## src/rtl/pipeline_hazard_ctrl_if.sv

```systemverilog
// pipeline_hazard_ctrl_if
//   Bundles the decode-stage fields, branch outcome and counter clear that
//   the datapath presents to the hazard controller, together with the stall,
//   flush, forwarding and counter outputs returned by the controller.
//   master : datapath side (drives D fields, PCSrcE, ClrCnt; reads controls)
//   slave  : hazard controller side
//   Parameters REG_AW / CNT_W must match those of the controller instance.
interface pipeline_hazard_ctrl_if #(
   parameter int REG_AW = 5,
   parameter int CNT_W  = 16
);
   // decode-stage metadata
   logic              ValidD;
   logic [REG_AW-1:0] Rs1D;
   logic [REG_AW-1:0] Rs2D;
   logic              UsesRs1D;
   logic              UsesRs2D;
   logic [REG_AW-1:0] RdD;
   logic              RegWriteD;
   logic              IsLoadD;
   // execute-stage branch outcome and counter control
   logic              PCSrcE;
   logic              ClrCnt;
   // controls back to the datapath
   logic              StallF;
   logic              StallD;
   logic              FlushD;
   logic              FlushE;
   logic [1:0]        ForwardAE;
   logic [1:0]        ForwardBE;
   logic [REG_AW-1:0] RdE;
   logic [CNT_W-1:0]  StallCnt;
   logic [CNT_W-1:0]  FlushCnt;

   modport master (
      output ValidD, Rs1D, Rs2D, UsesRs1D, UsesRs2D, RdD, RegWriteD, IsLoadD,
      output PCSrcE, ClrCnt,
      input  StallF, StallD, FlushD, FlushE, ForwardAE, ForwardBE, RdE,
      input  StallCnt, FlushCnt
   );

   modport slave (
      input  ValidD, Rs1D, Rs2D, UsesRs1D, UsesRs2D, RdD, RegWriteD, IsLoadD,
      input  PCSrcE, ClrCnt,
      output StallF, StallD, FlushD, FlushE, ForwardAE, ForwardBE, RdE,
      output StallCnt, FlushCnt
   );
endinterface

```

## src/rtl/pipeline_hazard_ctrl.sv

```systemverilog
// pipeline_hazard_ctrl
//   Hazard and forwarding controller for a 5-stage (F/D/E/M/W) RISC-V core.
//   Keeps a shadow copy of E/M/W instruction metadata, advanced in lockstep
//   with the datapath, and derives stall, flush and forwarding selects from
//   it. Also keeps saturating stall/flush cycle counters.
// Ports:
//   clk   : core clock
//   reset : synchronous, active-low reset
//   hz    : pipeline_hazard_ctrl_if.slave
//           in : ValidD Rs1D Rs2D UsesRs1D UsesRs2D RdD RegWriteD IsLoadD
//                PCSrcE ClrCnt
//           out: StallF StallD FlushD FlushE ForwardAE ForwardBE RdE
//                StallCnt FlushCnt
// Parameters:
//   REG_AW : register index width
//   FWD_EN : 1 = forward from M/W, stall on load-use only;
//            0 = no forwarding, stall until the producer reaches W
//   CNT_W  : width of each performance counter
module pipeline_hazard_ctrl #(
   parameter int REG_AW = 5,
   parameter bit FWD_EN = 1'b1,
   parameter int CNT_W  = 16
) (
   input  logic                    clk,
   input  logic                    reset,
   pipeline_hazard_ctrl_if.slave   hz
);

   typedef struct packed {
      logic              valid;
      logic              regwrite;
      logic              isload;
      logic              usesrs1;
      logic              usesrs2;
      logic [REG_AW-1:0] rd;
      logic [REG_AW-1:0] rs1;
      logic [REG_AW-1:0] rs2;
   } stage_t;

   localparam logic [CNT_W-1:0] CNT_MAX = '1;
   localparam logic [CNT_W-1:0] CNT_ONE = {{(CNT_W-1){1'b0}}, 1'b1};

   // A stage "writes r" only for a live, register-writing instruction and
   // never for x0, so x0 can never cause a hazard or a forward.
   function automatic logic writes(input stage_t s, input logic [REG_AW-1:0] r);
      return s.valid && s.regwrite && (s.rd == r) && (r != '0);
   endfunction

   stage_t           stage_d;
   stage_t           stage_e_reg;
   stage_t           stage_m_reg;
   stage_t           stage_w_reg;
   logic [CNT_W-1:0] stall_cnt_reg;
   logic [CNT_W-1:0] flush_cnt_reg;

   logic use1_d;
   logic use2_d;
   logic e_hits_d;
   logic m_hits_d;
   logic hazard;
   logic stall;
   logic flush_d;
   logic flush_e;

   // Only the destination side of M/W feeds logic; the remaining metadata is
   // carried so the shadow stages mirror the datapath registers exactly.
   logic shadow_unused;
   assign shadow_unused = ^{stage_m_reg, stage_w_reg};

   always_comb begin
      stage_d          = '0;
      stage_d.valid    = hz.ValidD;
      stage_d.regwrite = hz.RegWriteD;
      stage_d.isload   = hz.IsLoadD;
      stage_d.usesrs1  = hz.UsesRs1D;
      stage_d.usesrs2  = hz.UsesRs2D;
      stage_d.rd       = hz.RdD;
      stage_d.rs1      = hz.Rs1D;
      stage_d.rs2      = hz.Rs2D;
   end

   // ---------------- hazard detection ----------------
   assign use1_d   = hz.ValidD & hz.UsesRs1D;
   assign use2_d   = hz.ValidD & hz.UsesRs2D;
   assign e_hits_d = (use1_d & writes(stage_e_reg, hz.Rs1D)) |
                     (use2_d & writes(stage_e_reg, hz.Rs2D));
   assign m_hits_d = (use1_d & writes(stage_m_reg, hz.Rs1D)) |
                     (use2_d & writes(stage_m_reg, hz.Rs2D));

   // Without forwarding, W is still safe because the regfile is write-first.
   assign hazard = FWD_EN ? (stage_e_reg.isload & e_hits_d)
                          : (e_hits_d | m_hits_d);

   // A taken branch outranks a hazard: the stalled instruction in D is on
   // the wrong path anyway, so it is flushed instead of held.
   always_comb begin
      stall   = 1'b0;
      flush_d = 1'b0;
      flush_e = 1'b0;
      if (!reset) begin
         flush_e = 1'b1;
      end else if (hz.PCSrcE) begin
         flush_d = 1'b1;
         flush_e = 1'b1;
      end else if (hazard) begin
         stall   = 1'b1;
         flush_e = 1'b1;
      end
   end

   assign hz.StallF = stall;
   assign hz.StallD = stall;
   assign hz.FlushD = flush_d;
   assign hz.FlushE = flush_e;
   assign hz.RdE    = stage_e_reg.rd;

   // ---------------- forwarding selects ----------------
   // Index 0 is operand A (rs1), index 1 is operand B (rs2). M is checked
   // first because it holds the younger, more recent value.
   logic [1:0][REG_AW-1:0] e_src;
   logic [1:0]             e_uses;
   logic [1:0][1:0]        fwd_sel;

   assign e_src[0]  = stage_e_reg.rs1;
   assign e_src[1]  = stage_e_reg.rs2;
   assign e_uses[0] = stage_e_reg.usesrs1;
   assign e_uses[1] = stage_e_reg.usesrs2;

   genvar gi;
   generate
      for (gi = 0; gi < 2; gi++) begin : g_fwd
         assign fwd_sel[gi] =
            (!FWD_EN || !reset || !e_uses[gi])  ? 2'b00 :
            writes(stage_m_reg, e_src[gi])      ? 2'b10 :
            writes(stage_w_reg, e_src[gi])      ? 2'b01 : 2'b00;
      end
   endgenerate

   assign hz.ForwardAE = fwd_sel[0];
   assign hz.ForwardBE = fwd_sel[1];

   // ---------------- shadow pipeline ----------------
   always_ff @(posedge clk) begin
      if (!reset) begin
         stage_e_reg <= '0;
         stage_m_reg <= '0;
         stage_w_reg <= '0;
      end else begin
         stage_w_reg <= stage_m_reg;
         stage_m_reg <= stage_e_reg;
         stage_e_reg <= flush_e ? '0 : stage_d;
      end
   end

   // ---------------- performance counters ----------------
   always_ff @(posedge clk) begin
      if (!reset || hz.ClrCnt) begin
         stall_cnt_reg <= '0;
         flush_cnt_reg <= '0;
      end else begin
         if (stall && (stall_cnt_reg != CNT_MAX))
            stall_cnt_reg <= stall_cnt_reg + CNT_ONE;
         if (hz.PCSrcE && (flush_cnt_reg != CNT_MAX))
            flush_cnt_reg <= flush_cnt_reg + CNT_ONE;
      end
   end

   assign hz.StallCnt = stall_cnt_reg;
   assign hz.FlushCnt = flush_cnt_reg;

endmodule

```

## src/flat_wrapper.sv

```systemverilog
// flat-port wrapper written by rule: the top's interface ports become plain ports
module pipeline_hazard_ctrl_flat 
#(
   parameter int REG_AW = 5,
   parameter bit FWD_EN = 1'b1,
   parameter int CNT_W  = 16
)
  (clk, reset, hz_ValidD, hz_Rs1D, hz_Rs2D, hz_UsesRs1D, hz_UsesRs2D, hz_RdD, hz_RegWriteD, hz_IsLoadD, hz_PCSrcE, hz_ClrCnt, hz_StallF, hz_StallD, hz_FlushD, hz_FlushE, hz_ForwardAE, hz_ForwardBE, hz_RdE, hz_StallCnt, hz_FlushCnt);
  pipeline_hazard_ctrl_if #(.REG_AW(REG_AW), .CNT_W(CNT_W)) hz_i ();
  input  logic clk;
  input  logic reset;
  input wire logic [$bits(hz_i.ValidD)-1:0] hz_ValidD;
  input wire logic [$bits(hz_i.Rs1D)-1:0] hz_Rs1D;
  input wire logic [$bits(hz_i.Rs2D)-1:0] hz_Rs2D;
  input wire logic [$bits(hz_i.UsesRs1D)-1:0] hz_UsesRs1D;
  input wire logic [$bits(hz_i.UsesRs2D)-1:0] hz_UsesRs2D;
  input wire logic [$bits(hz_i.RdD)-1:0] hz_RdD;
  input wire logic [$bits(hz_i.RegWriteD)-1:0] hz_RegWriteD;
  input wire logic [$bits(hz_i.IsLoadD)-1:0] hz_IsLoadD;
  input wire logic [$bits(hz_i.PCSrcE)-1:0] hz_PCSrcE;
  input wire logic [$bits(hz_i.ClrCnt)-1:0] hz_ClrCnt;
  output wire logic [$bits(hz_i.StallF)-1:0] hz_StallF;
  output wire logic [$bits(hz_i.StallD)-1:0] hz_StallD;
  output wire logic [$bits(hz_i.FlushD)-1:0] hz_FlushD;
  output wire logic [$bits(hz_i.FlushE)-1:0] hz_FlushE;
  output wire logic [$bits(hz_i.ForwardAE)-1:0] hz_ForwardAE;
  output wire logic [$bits(hz_i.ForwardBE)-1:0] hz_ForwardBE;
  output wire logic [$bits(hz_i.RdE)-1:0] hz_RdE;
  output wire logic [$bits(hz_i.StallCnt)-1:0] hz_StallCnt;
  output wire logic [$bits(hz_i.FlushCnt)-1:0] hz_FlushCnt;
  assign hz_i.ValidD = hz_ValidD;
  assign hz_i.Rs1D = hz_Rs1D;
  assign hz_i.Rs2D = hz_Rs2D;
  assign hz_i.UsesRs1D = hz_UsesRs1D;
  assign hz_i.UsesRs2D = hz_UsesRs2D;
  assign hz_i.RdD = hz_RdD;
  assign hz_i.RegWriteD = hz_RegWriteD;
  assign hz_i.IsLoadD = hz_IsLoadD;
  assign hz_i.PCSrcE = hz_PCSrcE;
  assign hz_i.ClrCnt = hz_ClrCnt;
  assign hz_StallF = hz_i.StallF;
  assign hz_StallD = hz_i.StallD;
  assign hz_FlushD = hz_i.FlushD;
  assign hz_FlushE = hz_i.FlushE;
  assign hz_ForwardAE = hz_i.ForwardAE;
  assign hz_ForwardBE = hz_i.ForwardBE;
  assign hz_RdE = hz_i.RdE;
  assign hz_StallCnt = hz_i.StallCnt;
  assign hz_FlushCnt = hz_i.FlushCnt;
  pipeline_hazard_ctrl #(.REG_AW(REG_AW), .FWD_EN(FWD_EN), .CNT_W(CNT_W)) u_core (.clk(clk), .reset(reset), .hz(hz_i));
endmodule
```

## config.mk

```make
export PLATFORM = sky130hd
export DESIGN_NAME = pipeline_hazard_ctrl_flat
export DESIGN_NICKNAME = d
export VERILOG_FILES = /design/src/rtl/pipeline_hazard_ctrl_if.sv /design/src/rtl/pipeline_hazard_ctrl.sv /design/src/flat_wrapper.sv
export SDC_FILE = /design/constraint.sdc
export NUM_CORES = 1
export LEC_CHECK = 0
export BUFFER_PORTS_ARGS = -buffer_cell sky130_fd_sc_hd__buf_4
export CAP_MARGIN = 15
export CORE_ASPECT_RATIO = 1.2
export CORE_MARGIN = 2
export CORE_UTILIZATION = 29
export DETAILED_ROUTE_END_ITERATION = 16
export PLACE_DENSITY = 0.46
export SKIP_LAST_GASP = 1
export SLEW_MARGIN = 5
export SYNTH_ARGS = -nofsm -noshare
export SYNTH_HDL_FRONTEND = slang
export SYNTH_SLANG_ARGS = --single-unit
```

## constraint.sdc

```tcl
create_clock -name clk -period 2.6 [get_ports clk]
set_clock_uncertainty 0.2 [all_clocks]
set_input_delay 0.13 -clock clk [delete_from_list [all_inputs] [get_ports clk]]
set_output_delay 0.13 -clock clk [all_outputs]
set_load 0.02 [all_outputs]
```

==> results by stage, run 1 <==
Clock network:
- The clock transition at the registers of the reported paths is 0.06 ns.
- The total number of H-tree levels is 3.
- The clock passes through at most 2 buffers.
- Counting every sink on the clock net gives between 60 and 70.
- The root buffer cell is sky130_fd_sc_hd__clkbuf_16.
- TritonCTS built the clock tree.
- TritonCTS created 9 clock buffers.
- The clock insertion delay at the later pin of the skew report is between 0.3 and 0.4 ns.

Worst hold path:
- The class of the tightest hold or removal check is in2reg.
- The cell depth of the worst min-delay path is 4.
- In this run the most critical hold path is launched from hz_ClrCnt.
- The worst hold endpoint is u_core.hz.StallCnt[11].

Timing:
- Setup repair after global routing left no endpoint under its margin.
- Measured against its own limit, the worst slew margin works out to between 60% and 70%.
- The max-slew violation count came to 0.
- Dividing the final minimum period by the clock period gives between 90% and 100%.
- After routing, the total negative slack on setup checks comes to 0 ns.
- The number of hold violations in the final report is 0.
- The worst setup slack after layout is around 0.13 ns.
- The final count of negative-setup-slack endpoints is 0.
- The fmax is about 400 MHz.
- The shortest clock period the worst path allows after layout is around 2.5 ns.
- The actual transition at the worst max-transition pin is between 0.5 and 0.6 ns.

Layout:
- The layout cell share with drive strength beyond 1 is between 20% and 30%.
- The number of antenna repair diodes is 0.
- Leaving out fill and tap cells, the most frequent cells in the layout are sky130_fd_sc_hd__buf_4 (75), sky130_fd_sc_hd__dfxtp_1 (66), sky130_fd_sc_hd__and2_1 (35).
- The area taken by multi-input logic gates is 0.00160 mm2.
- The library cell used most frequently in the layout, excluding fill and tap cells, is sky130_fd_sc_hd__buf_4.
- The sequential cells in the finished layout cover a total of roughly 0.0013 mm2.
- Counting the fill cells in the layout gives between 1,000 and 1,500.
- In the final design database the tool counted 452 nets.
- The fraction of the core area covered by cells at the end of the flow is 42.0%.
- The area growth from synthesis to layout is 40.6%.

Detailed routing:
- The post-detailed-route DRC marker count is 0.
- The iteration-0 DRC count of the detailed router is 69.
- The overall via count from detail_route is 2,637.
- The wire length per cell after detailed routing is between 10 and 15 um.
- The ratio of routed vias to standard cells is 4.73.
- The number of detailed-routing iterations run before antenna repair is 4.
- The total wirelength of the detailed-routed design is 8030 um.
- The detail route stage leaves a number of antenna-violating nets equal to 0.

Setup path:
- The slowest stage of the critical path belongs to the cell sky130_fd_sc_hd__dlygate4sd3_1.
- The critical-path maximum fanout is 14.
- By instance count, the cell type seen most on the critical path is sky130_fd_sc_hd__buf_4.
- The signal on the critical path passes through dlygate4sd3_1 -> buf_4 -> nor2b_1 -> a2111oi_4 -> o2111ai_2 -> a21oi_1 -> buf_4 -> buf_4.
- The number of cells on the worst reg-to-reg path is 7.
- The endpoint required time on the critical path is between 2 and 2.5 ns.
- The largest incremental delay on the critical path is 0.54 ns.
- The worst setup path is launched from a primary input.
- By startpoint and endpoint, the worst setup path is classified as in2out.
- Counting both buffers and inverters, the worst setup path holds a total of 4.
- The family with the most delay on the worst path is buffers and inverters.
- STA classifies the critical path endpoint as an output pin.
- The flop-to-flop setup slack is ~0.2 ns.
- The worst register-to-register path ends at u_core.hz.StallCnt[7].
- The startpoint of the worst register-to-register path is u_core.hz.StallCnt[0].
- Data arrives at the worst endpoint at between 2 and 2.5 ns.

Logic synthesis:
- Ranked by total cell area, the synthesized netlist is headed by sky130_fd_sc_hd__dfxtp_1 (44%), sky130_fd_sc_hd__and2_1 (7.3%), sky130_fd_sc_hd__xnor2_1 (6.1%).
- The number of nets handed over by synthesis was 359.
- After synthesis the netlist holds a flip-flop and latch count of 66.
- After synthesis, the largest family of logic cells by area is simple AND/OR/NAND/NOR gates.
- For this run, asynchronously set or reset flops after synthesis account for 0%.
- sky130_fd_sc_hd__dfxtp_1 takes more of the synthesized area than any other cell.
- In this run, distinct cell masters in the synthesized netlist total 44.
- The average footprint of a synthesized cell is about 9.0 um2.
- Of the total synthesized cell area, the portion taken by AND, OR, NAND and NOR gates is around 29%.
- After technology mapping, the gate count stands at 333.
- The adder-cell share of the synthesized area is less than 1%.
- The number of warnings issued by yosys is 0.
- After synthesis, the share of cell area in mux cells is less than 1%.
- The number of synthesized flops with an enable pin is 0.
- The synthesized netlist devotes between 10% and 20% of its cell area to compound gates.
- The post-synthesis instance area is between 0.003 and 0.004 mm2.
- The top flip-flop cell by instance count after synthesis is sky130_fd_sc_hd__dfxtp_1.
- The synthesized netlist devotes a little over a tenth of its cell area to XOR and XNOR gates.
- The sequential element share of the synthesized area is between 40 and 50%.
- In this run the biggest area consumer among cell types represents between 40% and 50% of the synthesized area.

Floorplanning:
- The row count is 40.
- The floorplan core area is between 0.01 and 0.015 mm2.
- The overall die height is 115 um.
- The number of top-level pins is 69.
- The die is between 90 and 100 um wide.
- The initial core utilization is 29.9%.
- The die covers 0.0112 mm2.

Global routing:
- The total global-route track usage is roughly 15%.
- The initial antenna violation count is 0.
- Entering global routing, the biggest net connects 22 pins.
- The number of global-route vias before repair is between 2,000 and 3,000.
- After global routing, the most crowded layer is met2.
- Global routing used approximately 4% of the available met3 tracks.
- The met1 track utilization from global routing is about 18%.
- The global-route wire length before repair is 13,100 um.
- The routing usage on met2 is around 26%.
- The sum of overflow across all layers after global routing is 0.

Pwr:
- The worst voltage drop across the vdd grid is 0.322 mV.
- For this design the ratio of total power to cell area is between 600 and 700 mW/mm2.
- The static leakage power is between 1.5 and 2 nW.

Run:
- The tool flagged a number of max-cap violations equal to 0.

Placed design:
- The count of buffers from port buffering is 68.
- At the placement stage, the worst setup path has a slack of about 0.21 ns.
- Detailed placement ended at an HPWL of 5910 um.
- Routability-driven placement finished with a final weighted congestion of a little over 0.8.

Status:
- The flow ran to the end, and the final reports show no timing, DRC or antenna violations.
## worst register-to-register path: stages, from the launching register on
cell                      delay (ns)
sky130_fd_sc_hd__dfxtp_1        0.35
sky130_fd_sc_hd__ha_1           0.25
sky130_fd_sc_hd__and3_1         0.22
sky130_fd_sc_hd__and4_1         0.24
sky130_fd_sc_hd__a21oi_1        0.16
sky130_fd_sc_hd__a21bo_2        0.33
sky130_fd_sc_hd__or4_1          0.48
sky130_fd_sc_hd__o21ai_0        0.09
## how the worst max path moves through the flow
| stage | endpoint | slack [ns] | startpoint | depth (start not counted) |
|---|---|---|---|---|
| floorplan | u_core.hz.StallCnt[9] | 0.29 | u_core.hz.StallCnt[0] | 8 |
| CTS | hz_FlushE | 0.02 | hz_Rs2D[0] | 10 |
| global placement | u_core.hz.StallCnt[10] | 0.31 | u_core.hz.StallCnt[0] | 7 |
| detailed placement | u_core.hz.StallCnt[7] | 0.21 | u_core.hz.StallCnt[0] | 7 |
| global route | hz_FlushE | 0.002 | hz_Rs2D[0] | 10 |
| finish | hz_StallF | 0.13 | hz_Rs1D[1] | 8 |
## what timing repair did
action                                 in CTS  in global routing
endpoints found under the hold margin      21                  0
setup endpoints to repair                   0                  1
gates resized for setup                     0                  5
buffers inserted                            0                  1
hold buffers                               21                  0
## cell families (layout without fill, tap and decap cells)
| logic type | count (synthesis) | in the layout |
|---|---|---|
| adder cells (fa/ha/maj) | 2 | 2 |
| AO/OA/AOI/OAI | 46 | 46 |
| flip-flops | 66 | 66 |
| multiplexers | 3 | 3 |
| buffers and inverters | 21 | 119 |
| AND/OR/NAND/NOR | 158 | 158 |
| XOR/XNOR | 37 | 37 |
## power breakdown
part           leakage (nW)  switching (mW)  total (mW)  internal, mW
Combinational         0.988          0.0762       0.171        0.0945
Sequential            0.536          0.0194        1.05          1.03
Clock                 0.165           0.439        1.35         0.916
## stage by stage
step                total power, mW  instance area (um2)  hold WS (ns)  std cells
floorplan                      1.14                 3000        0.0517        333
global placement               1.21                 3630         0.132        518
detailed placement             1.21                 3630         0.135        518
CTS                            2.60                 4180        0.0300        555
global route                   2.68                 4220        0.0437        557
finish                         2.58                 4220        0.0319        557
## per-layer routing
layer	wire [um]	part of all wire, %
met1	3490	43
met3	352	4.4
met4	172	2.1
met2	4010	50
met5	0	0
## layout make-up
cell class	instances	area share (%)
multi-input combinational	246	37.8
timing repair buffer	98	18.7
inverter	5	0.444
clock buffer	12	6.31
clock inverter	4	1.72
tap	126	3.73
sequential	66	31.3
## Yosys cell counts, drive strengths merged (3+ instances only)
cell and n:
nand4 12, or3 8, buf 9, nand3 15, and3 3, o211ai 3
a31oi 3, and4 6, xnor2 21, nor2 30, and2 35, a21oi 12
inv 5, clkbuf 7, mux2i 3, o21ai 10, a21boi 3, nor4 7
nand2 21, or4 6, xor2 16, dfxtp 66, nand2b 4, nor2b 4
nor3 6
Note: power is estimated with default switching activity, not from simulation.
==> inputs of run 2 (changes only) <==
clock period = 3.2 ns   (was 2.6 ns; I/O delays follow)
==> results by stage, run 2 (same netlist as run 1, synthesis figures left out) <==
Status:
- The run finished with clean final reports.

Clock network:
- The clock net sink count was 66 (unchanged).
- The clock transition at the registers of the reported paths was 0.05 ns (about the same).
- The root buffer cell is sky130_fd_sc_hd__clkbuf_16.
- The total CTS buffers was 9 (unchanged).
- The number of buffers inserted to repair setup after CTS is 0 (unchanged).
- TritonCTS built the clock tree.
- The quantity of hold-fixing buffers added after cts came to 20 (-4.8%).
- The number of gates given a new drive strength after cts was 0 (unchanged).
- The maximum root-to-sink buffer count is 2 (unchanged).
- The clock insertion delay at the later pin of the skew report is 0.33 ns (about the same).
- The total number of H-tree levels was 3 (unchanged).

Floorplanning:
- The initial core utilization came to 29.9% (unchanged).
- The area enclosed by the die boundary is 0.0112 mm2 (unchanged).
- The floorplan core area is 0.0101 mm2 (unchanged).
- The number of top-level pins is 69 (unchanged).
- The overall die height is 115 um (unchanged).
- The row count is 40 (unchanged).
- The width of the die is 96.9 um (unchanged).

Detailed routing:
- The overall via count from detail_route was 2,582 (-2.1%).
- The total wirelength of the detailed-routed design was 7780 um (-3.1%).
- The post-detailed-route DRC marker count is 0 (unchanged).
- The ratio of routed vias to standard cells is 4.69 (-0.84%).
- The number of detailed-routing iterations run before antenna repair is 4 (unchanged).
- The wire length per cell after detailed routing is 14.1 um (-1.9%).
- The count of nets left with antenna violations after detail routing is 0 (unchanged).
- The iteration-0 DRC count of the detailed router is 82 (+19%).

Timing:
- The actual transition at the worst max-transition pin is 0.901 ns (+0.319 ns).
- The headroom to the max-slew limit was 39.8% (-21 points).
- The final count of negative-setup-slack endpoints was 0 (unchanged).
- The worst setup slack after layout is 0.562 ns (+0.432 ns).
- The period utilization is between 80% and 90%.
- The routed design could run at a clock period as short as 2.64 ns.
- The fmax is ~380 MHz.
- The setup total negative slack was 0 ns (unchanged).
- Setup repair after global routing left no endpoint under its margin.
- The max-slew violation count is 0 (unchanged).
- The number of hold violations in the final report is 0 (unchanged).

Setup path:
- The flop-to-flop setup slack was 0.79 ns (+0.59 ns).
- The element type at the critical path end is an output pin.
- The type of the worst setup path is in2out.
- The path depth of the worst reg2reg path is 7 (unchanged).
- The startpoint of the worst register-to-register path is u_core.hz.StallCnt[0].
- The critical-path maximum fanout is 21 (+7).
- The data arrival at the endpoint of the critical path is 2.28 ns (+0.14 ns).
- The terminus of the critical flop-to-flop path is u_core.hz.StallCnt[7].
- The worst setup path is launched from a primary input.
- The endpoint required time on the critical path is 2.84 ns (+0.57 ns).

Worst hold path:
- The path class of the tightest hold or removal check is in2reg.
- The worst min-delay path startpoint is hz_PCSrcE.
- The worst hold endpoint is u_core.hz.FlushCnt[1].
- The cell depth of the worst min-delay path came to 3 (-1).

Global routing:
- The number of global-route vias before repair came to 2,591 (+0.43%).
- The sum of overflow across all layers after global routing is 0 (unchanged).
- The global-route wire length before repair came to 12,800 um (-2.2%).
- The maximum number of pins on one net before global-route repair is 23 (+4.5%).
- The initial antenna violation count was 0 (unchanged).
- The total global-route track usage is 14.6% (-0.28 points).

Layout:
- The layout cell share with drive strength beyond 1 was 21.9% (-1.7 points).
- The synthesis-to-finish area growth is 36.8%.
- The number of nets in the final layout was 445 (-1.5%).
- The top cell types in the final layout, fill and taps aside, are sky130_fd_sc_hd__buf_4 (71), sky130_fd_sc_hd__dfxtp_1 (66), sky130_fd_sc_hd__and2_1 (35).
- The number of antenna repair diodes is 0 (unchanged).
- The fill cell instance count of the final layout is 1,034 (+0.68%).
- The library cell used most frequently in the layout, excluding fill and tap cells, is sky130_fd_sc_hd__buf_4.

Placed design:
- The count of buffers from port buffering is 68 (unchanged).
- The placed wire-length estimate was 5780 um (-2.1%).
- The routability congestion estimate was 0.788 (-2.4%).
- The worst setup timing slack at the placement stage is 0.810 ns (+0.604 ns).

Run:
- The reported max-cap violation count came to 0 (unchanged).

Pwr:
- The power per cell area is 480 mW/mm2 (-21%).
- The total power draw is 1.97 mW (-23%).
- The static leakage power is 1.64 nW (-3.0%).
- The worst voltage drop across the vdd grid came to 0.232 mV (-28%).
-- run 2: worst max-delay path by stage --
stage	from	endpoint	cells after the start
2_1_floorplan	u_core.hz.StallCnt[0]	u_core.hz.StallCnt[9]	8
3_3_place_gp	u_core.hz.StallCnt[0]	u_core.hz.StallCnt[7]	7
3_5_place_dp	u_core.hz.StallCnt[0]	u_core.hz.StallCnt[7]	7
4_1_cts	hz_Rs1D[1]	hz_FlushE	10
5_1_grt	hz_Rs2D[0]	hz_FlushE	10
6_report	hz_Rs1D[1]	hz_FlushE	10
-- run 2: cell type report --
| class | count | area, um2 | area share, % |
|---|---|---|---|
| Clock buffer | 11 | 253 | 6.15 |
| Clock inverter | 5 | 52.6 | 1.28 |
| Inverter | 5 | 18.8 | 0.457 |
| Multi-Input combinational cell | 246 | 1570 | 38.3 |
| Sequential cell | 66 | 1320 | 32.2 |
| Tap cell | 126 | 158 | 3.84 |
| Timing Repair Buffer | 91 | 733 | 17.8 |
-- run 2: worst max-delay path: stages --
cell	delay, ns
sky130_fd_sc_hd__dlygate4sd3_1	0.54
sky130_fd_sc_hd__buf_4	0.16
sky130_fd_sc_hd__nor4_1	0.37
sky130_fd_sc_hd__nor2_1	0.09
sky130_fd_sc_hd__o2111ai_2	0.26
sky130_fd_sc_hd__nand2_1	0.08
sky130_fd_sc_hd__a21boi_1	0.15
sky130_fd_sc_hd__buf_4	0.24
sky130_fd_sc_hd__inv_1	0.06
sky130_fd_sc_hd__buf_4	0.15
-- run 2: metrics by stage --
stage	cells	util (%)	instance area, um2	hold WS [ns]
finish	550	40.8	4110	0.0192
global route	550	40.8	4110	0.0250
CTS	550	40.8	4110	0.00868
detailed placement	514	35.8	3600	0.166
global placement	514	35.8	3600	0.161
floorplan	333	-	3000	0.0817
-- run 2: where the power goes --
| part | total, mW | switching (mW) | internal [mW] |
|---|---|---|---|
| Combinational | 0.129 | 0.0581 | 0.0712 |
| Clock | 0.992 | 0.352 | 0.640 |
| Sequential | 0.853 | 0.0151 | 0.837 |
-- run 2: routing by layer --
| metal | track usage [%] | vias to the layer above | routed length, um |
|---|---|---|---|
| met5 | 0 | - | 0 |
| met4 | 7.14 | 0 | 153 |
| met3 | 3.80 | 9 | 324 |
| met2 | 26.0 | 56 | 3930 |
| met1 | 16.4 | 1176 | 3380 |
| li1 | - | 1341 | - |
==> inputs of run 3 (changes only) <==
ABC_AREA = 1   (was unset)
PLACE_DENSITY = 0.47   (was 0.46)
clock period = 2.3 ns   (was 3.2 ns; I/O delays follow)
==> results by stage, run 3 <==
Layout:
- The number of nets in the final layout was 600 (+35%).
- The number of antenna repair diodes is 0 (unchanged).
- The area taken by multi-input logic gates is 0.00159 mm2 (+1.1%).
- The top cell types in the final layout, fill and taps aside, are sky130_fd_sc_hd__nand2_1 (116), sky130_fd_sc_hd__inv_1 (89), sky130_fd_sc_hd__buf_4 (73).
- The most common cell after layout, fill and taps aside is sky130_fd_sc_hd__nand2_1.
- The fill cell instance count of the final layout came to 1,220 (+18%).
- The post-route cell area is 0.00454 mm2 (+11%).
- The synthesis-to-finish area growth is 35.3%.
- The register area is 0.00132 mm2 (unchanged).
- The layout cell share with drive strength beyond 1 is 19.5% (-2.4 points).

Floorplanning:
- The overall die height is 122 um (+5.5%).
- The floorplan core area is 0.0114 mm2 (+13%).
- The width of the die is 102 um (+5.5%).
- The number of top-level pins was 69 (unchanged).
- The row count is 43 (+7.5%).
- The initial core utilization is 29.4% (-0.44 points).
- The area enclosed by the die boundary is 0.0125 mm2 (+11%).

Setup path:
- The endpoint required time on the critical path was 1.99 ns (-0.85 ns).
- The critical-path maximum fanout came to 9 (-57%).
- The library cell appearing most often on the critical path is sky130_fd_sc_hd__nand2_1.
- STA classifies the critical path startpoint as a register.
- The type of the worst setup path is reg2out.
- The element type at the critical path end is an output pin.
- The path depth of the worst reg2reg path is 12 (+5).
- The critical path's slowest cell is sky130_fd_sc_hd__dfxtp_1.
- The largest incremental delay on the critical path is 0.42 ns (-0.12 ns).
- The critical path goes through inv_1 -> nand2_1 -> nand2_1 -> clkinv_1 -> nand2_1 -> nor2_1 -> nand3_1 -> nand2_2 -> nand2_1 -> nand2_2 -> buf_4.
- The data arrival at the endpoint of the critical path is 1.81 ns (-0.47 ns).

Clock network:
- The clock net sink count came to 66 (unchanged).
- The clock transition at the registers of the reported paths is 0.05 ns (about the same).
- The number of buffers inserted to repair setup after CTS is 0 (unchanged).
- The total CTS buffers is 9 (unchanged).
- The maximum root-to-sink buffer count was 2 (unchanged).
- The clock insertion delay at the later pin of the skew report is 0.33 ns (about the same).
- The root buffer cell is sky130_fd_sc_hd__clkbuf_16.
- The CTS tree is done.
- The total number of H-tree levels came to 3 (unchanged).

Worst hold path:
- The class of the tightest hold or removal check is in2reg.
- The cell depth of the worst min-delay path is 4 (+1).

Logic synthesis:
- The most used standard cell by instance count after synthesis is sky130_fd_sc_hd__nand2_1.
- The post-synthesis instance area came to 0.00336 mm2 (+12%).
- The post-synthesis register bit count is 66 (unchanged).
- In the synthesized netlist, the cells that appear most often are sky130_fd_sc_hd__nand2_1 (117), sky130_fd_sc_hd__inv_1 (89), sky130_fd_sc_hd__dfxtp_1 (66).
- The number of unique standard cell types used by synthesis is 38 (-14%).
- The average footprint of a synthesized cell is 6.93 um2 (-23%).
- The sequential element share of the synthesized area came to 39.4% (-4.6 points).
- By area the synthesized netlist is led by sky130_fd_sc_hd__dfxtp_1 (39%), sky130_fd_sc_hd__nand2_1 (13%), sky130_fd_sc_hd__inv_1 (10%).
- The post-synthesis instance total was 484 (+45%).
- The number of warnings issued by yosys is 0 (unchanged).
- The net count of the mapped netlist is 510 (+42%).
- The post-synthesis async set-or-reset flop share came to 0% (unchanged).
- The share of the synthesized area in the top cell type is 39.4% (-4.6 points).
- The dominant cell type by area after synthesis is sky130_fd_sc_hd__dfxtp_1.
- The number of synthesized flops with an enable pin is 0 (unchanged).
- The top flip-flop cell by instance count after synthesis is sky130_fd_sc_hd__dfxtp_1.

Timing:
- The final critical path takes up just over 90% of the cycle.
- The max-slew violation count is 0 (unchanged).
- The worst setup slack after layout was 0.175 ns (-0.387 ns).
- The headroom to the max-slew limit came to 72.9% (+33 points).
- The number of hold violations in the final report is 0 (unchanged).
- Setup repair after global routing left no endpoint under its margin.
- The shortest clock period the worst path allows after layout is about 2.1 ns.
- The final count of negative-setup-slack endpoints was 0 (unchanged).
- The setup total negative slack is 0 ns (unchanged).
- The actual transition at the worst max-transition pin is 0.405 ns (-0.495 ns).
- Timing would allow up to 471 MHz.

Global routing:
- The total global-route track usage is 15.4% (+0.72 points).
- The global-route wire length before repair was 14,900 um (+17%).
- The maximum number of pins on one net before global-route repair is 20 (-13%).
- The initial antenna violation count was 0 (unchanged).
- The sum of overflow across all layers after global routing is 0 (unchanged).
- The number of global-route vias before repair is 3,127 (+21%).

Detailed routing:
- The number of detailed-routing iterations run before antenna repair was 4 (unchanged).
- The count of nets left with antenna violations after detail routing is 0 (unchanged).
- The overall via count from detail_route was 3,217 (+25%).
- The total wirelength of the detailed-routed design is 9100 um (+17%).
- The ratio of routed vias to standard cells is 4.37 (-6.9%).
- The iteration-0 DRC count of the detailed router is 145 (+77%).
- The wire length per cell after detailed routing is 12.4 um (-13%).
- The post-detailed-route DRC marker count is 0 (unchanged).

Placed design:
- The routability congestion estimate came to 0.854 (+8.4%).
- The placed wire-length estimate is 6800 um (+18%).
- The count of buffers from port buffering was 68 (unchanged).
- The placed instance area came to 0.00400 mm2 (+11%).
- The worst setup timing slack at the placement stage came to 0.262 ns (-0.548 ns).

Pwr:
- The power per cell area came to 634 mW/mm2 (+32%).
- The total power draw came to 2.88 mW (+46%).
- The static leakage power is 2.01 nW (+23%).
- The worst voltage drop across the vdd grid is 0.308 mV (+33%).

Status:
- The run finished with clean final reports.

Run:
- The reported max-cap violation count is 0 (unchanged).
[run 3: power by group]
| group | internal, mW | leakage (nW) | switching [mW] |
|---|---|---|---|
| clock network | 1.01 | 0.163 | 0.488 |
| logic | 0.0930 | 1.32 | 0.103 |
| registers | 1.17 | 0.536 | 0.0210 |
[run 3: logic make-up after synthesis]
family | Yosys count | share of synthesized area (%)
adder cells (fa/ha/maj) | 2 | 0.746
buffers and inverters | 107 | 13.3
XOR/XNOR | 20 | 5.22
AO/OA/AOI/OAI | 60 | 10.5
AND/OR/NAND/NOR | 229 | 30.8
flip-flops | 66 | 39.4
[run 3: path summary, 6_finish.rpt]
check	start	to	slack [ns]
max	u_core.hz.RdE[3]	hz_FlushE	0.18
min	hz_PCSrcE	u_core.hz.FlushCnt[15]	0.01
max reg2reg	u_core.hz.RdE[3]	u_core.hz.StallCnt[14]	0.32
min reg2reg	u_core.stage_m_reg[19]	u_core.stage_w_reg[19]	0.22
[run 3: final cells by class]
class,instances,area share (%)
clock buffer,12,5.65
clock inverter,4,1.63
inverter,92,7.60
multi-input combinational,311,35.0
sequential,66,29.1
tap,157,4.33
timing repair buffer,94,16.7
[run 3: repair_timing]
action | 4_1_cts | 5_1_grt
hold buffers | 21 | 0
hold endpoints to repair | 34 | 0
gates resized for setup | 0 | 1
endpoints found under the setup margin | 0 | 1
[run 3: stage by stage]
stage	util, %	instances	hold WS (ns)
3_5_place_dp	35.1	699	0.139
5_1_grt	39.8	736	0.0396
6_report	39.8	736	0.0143
4_1_cts	39.8	736	0.000914
3_3_place_gp	35.1	699	0.131
2_1_floorplan	-	484	0.0272
[run 3: metal layers]
metal  share of wire [%]  vias to the layer above  routed length, um  GRT usage (%)
li1                    -                     1683                  -              -
met3                 3.0                       10                274           2.12
met4                 1.7                        0                151           7.25
met1                  45                     1463               4050           18.2
met2                  51                       61               4620           27.1
met5                   0                        -                  0              0
[run 3: critical path, delay by kind of cell, from the launching register on]
family | cells | cell delay [ns]
flip-flops | 1 | 0.42
AND/OR/NAND/NOR | 8 | 0.76
buffers and inverters | 3 | 0.30
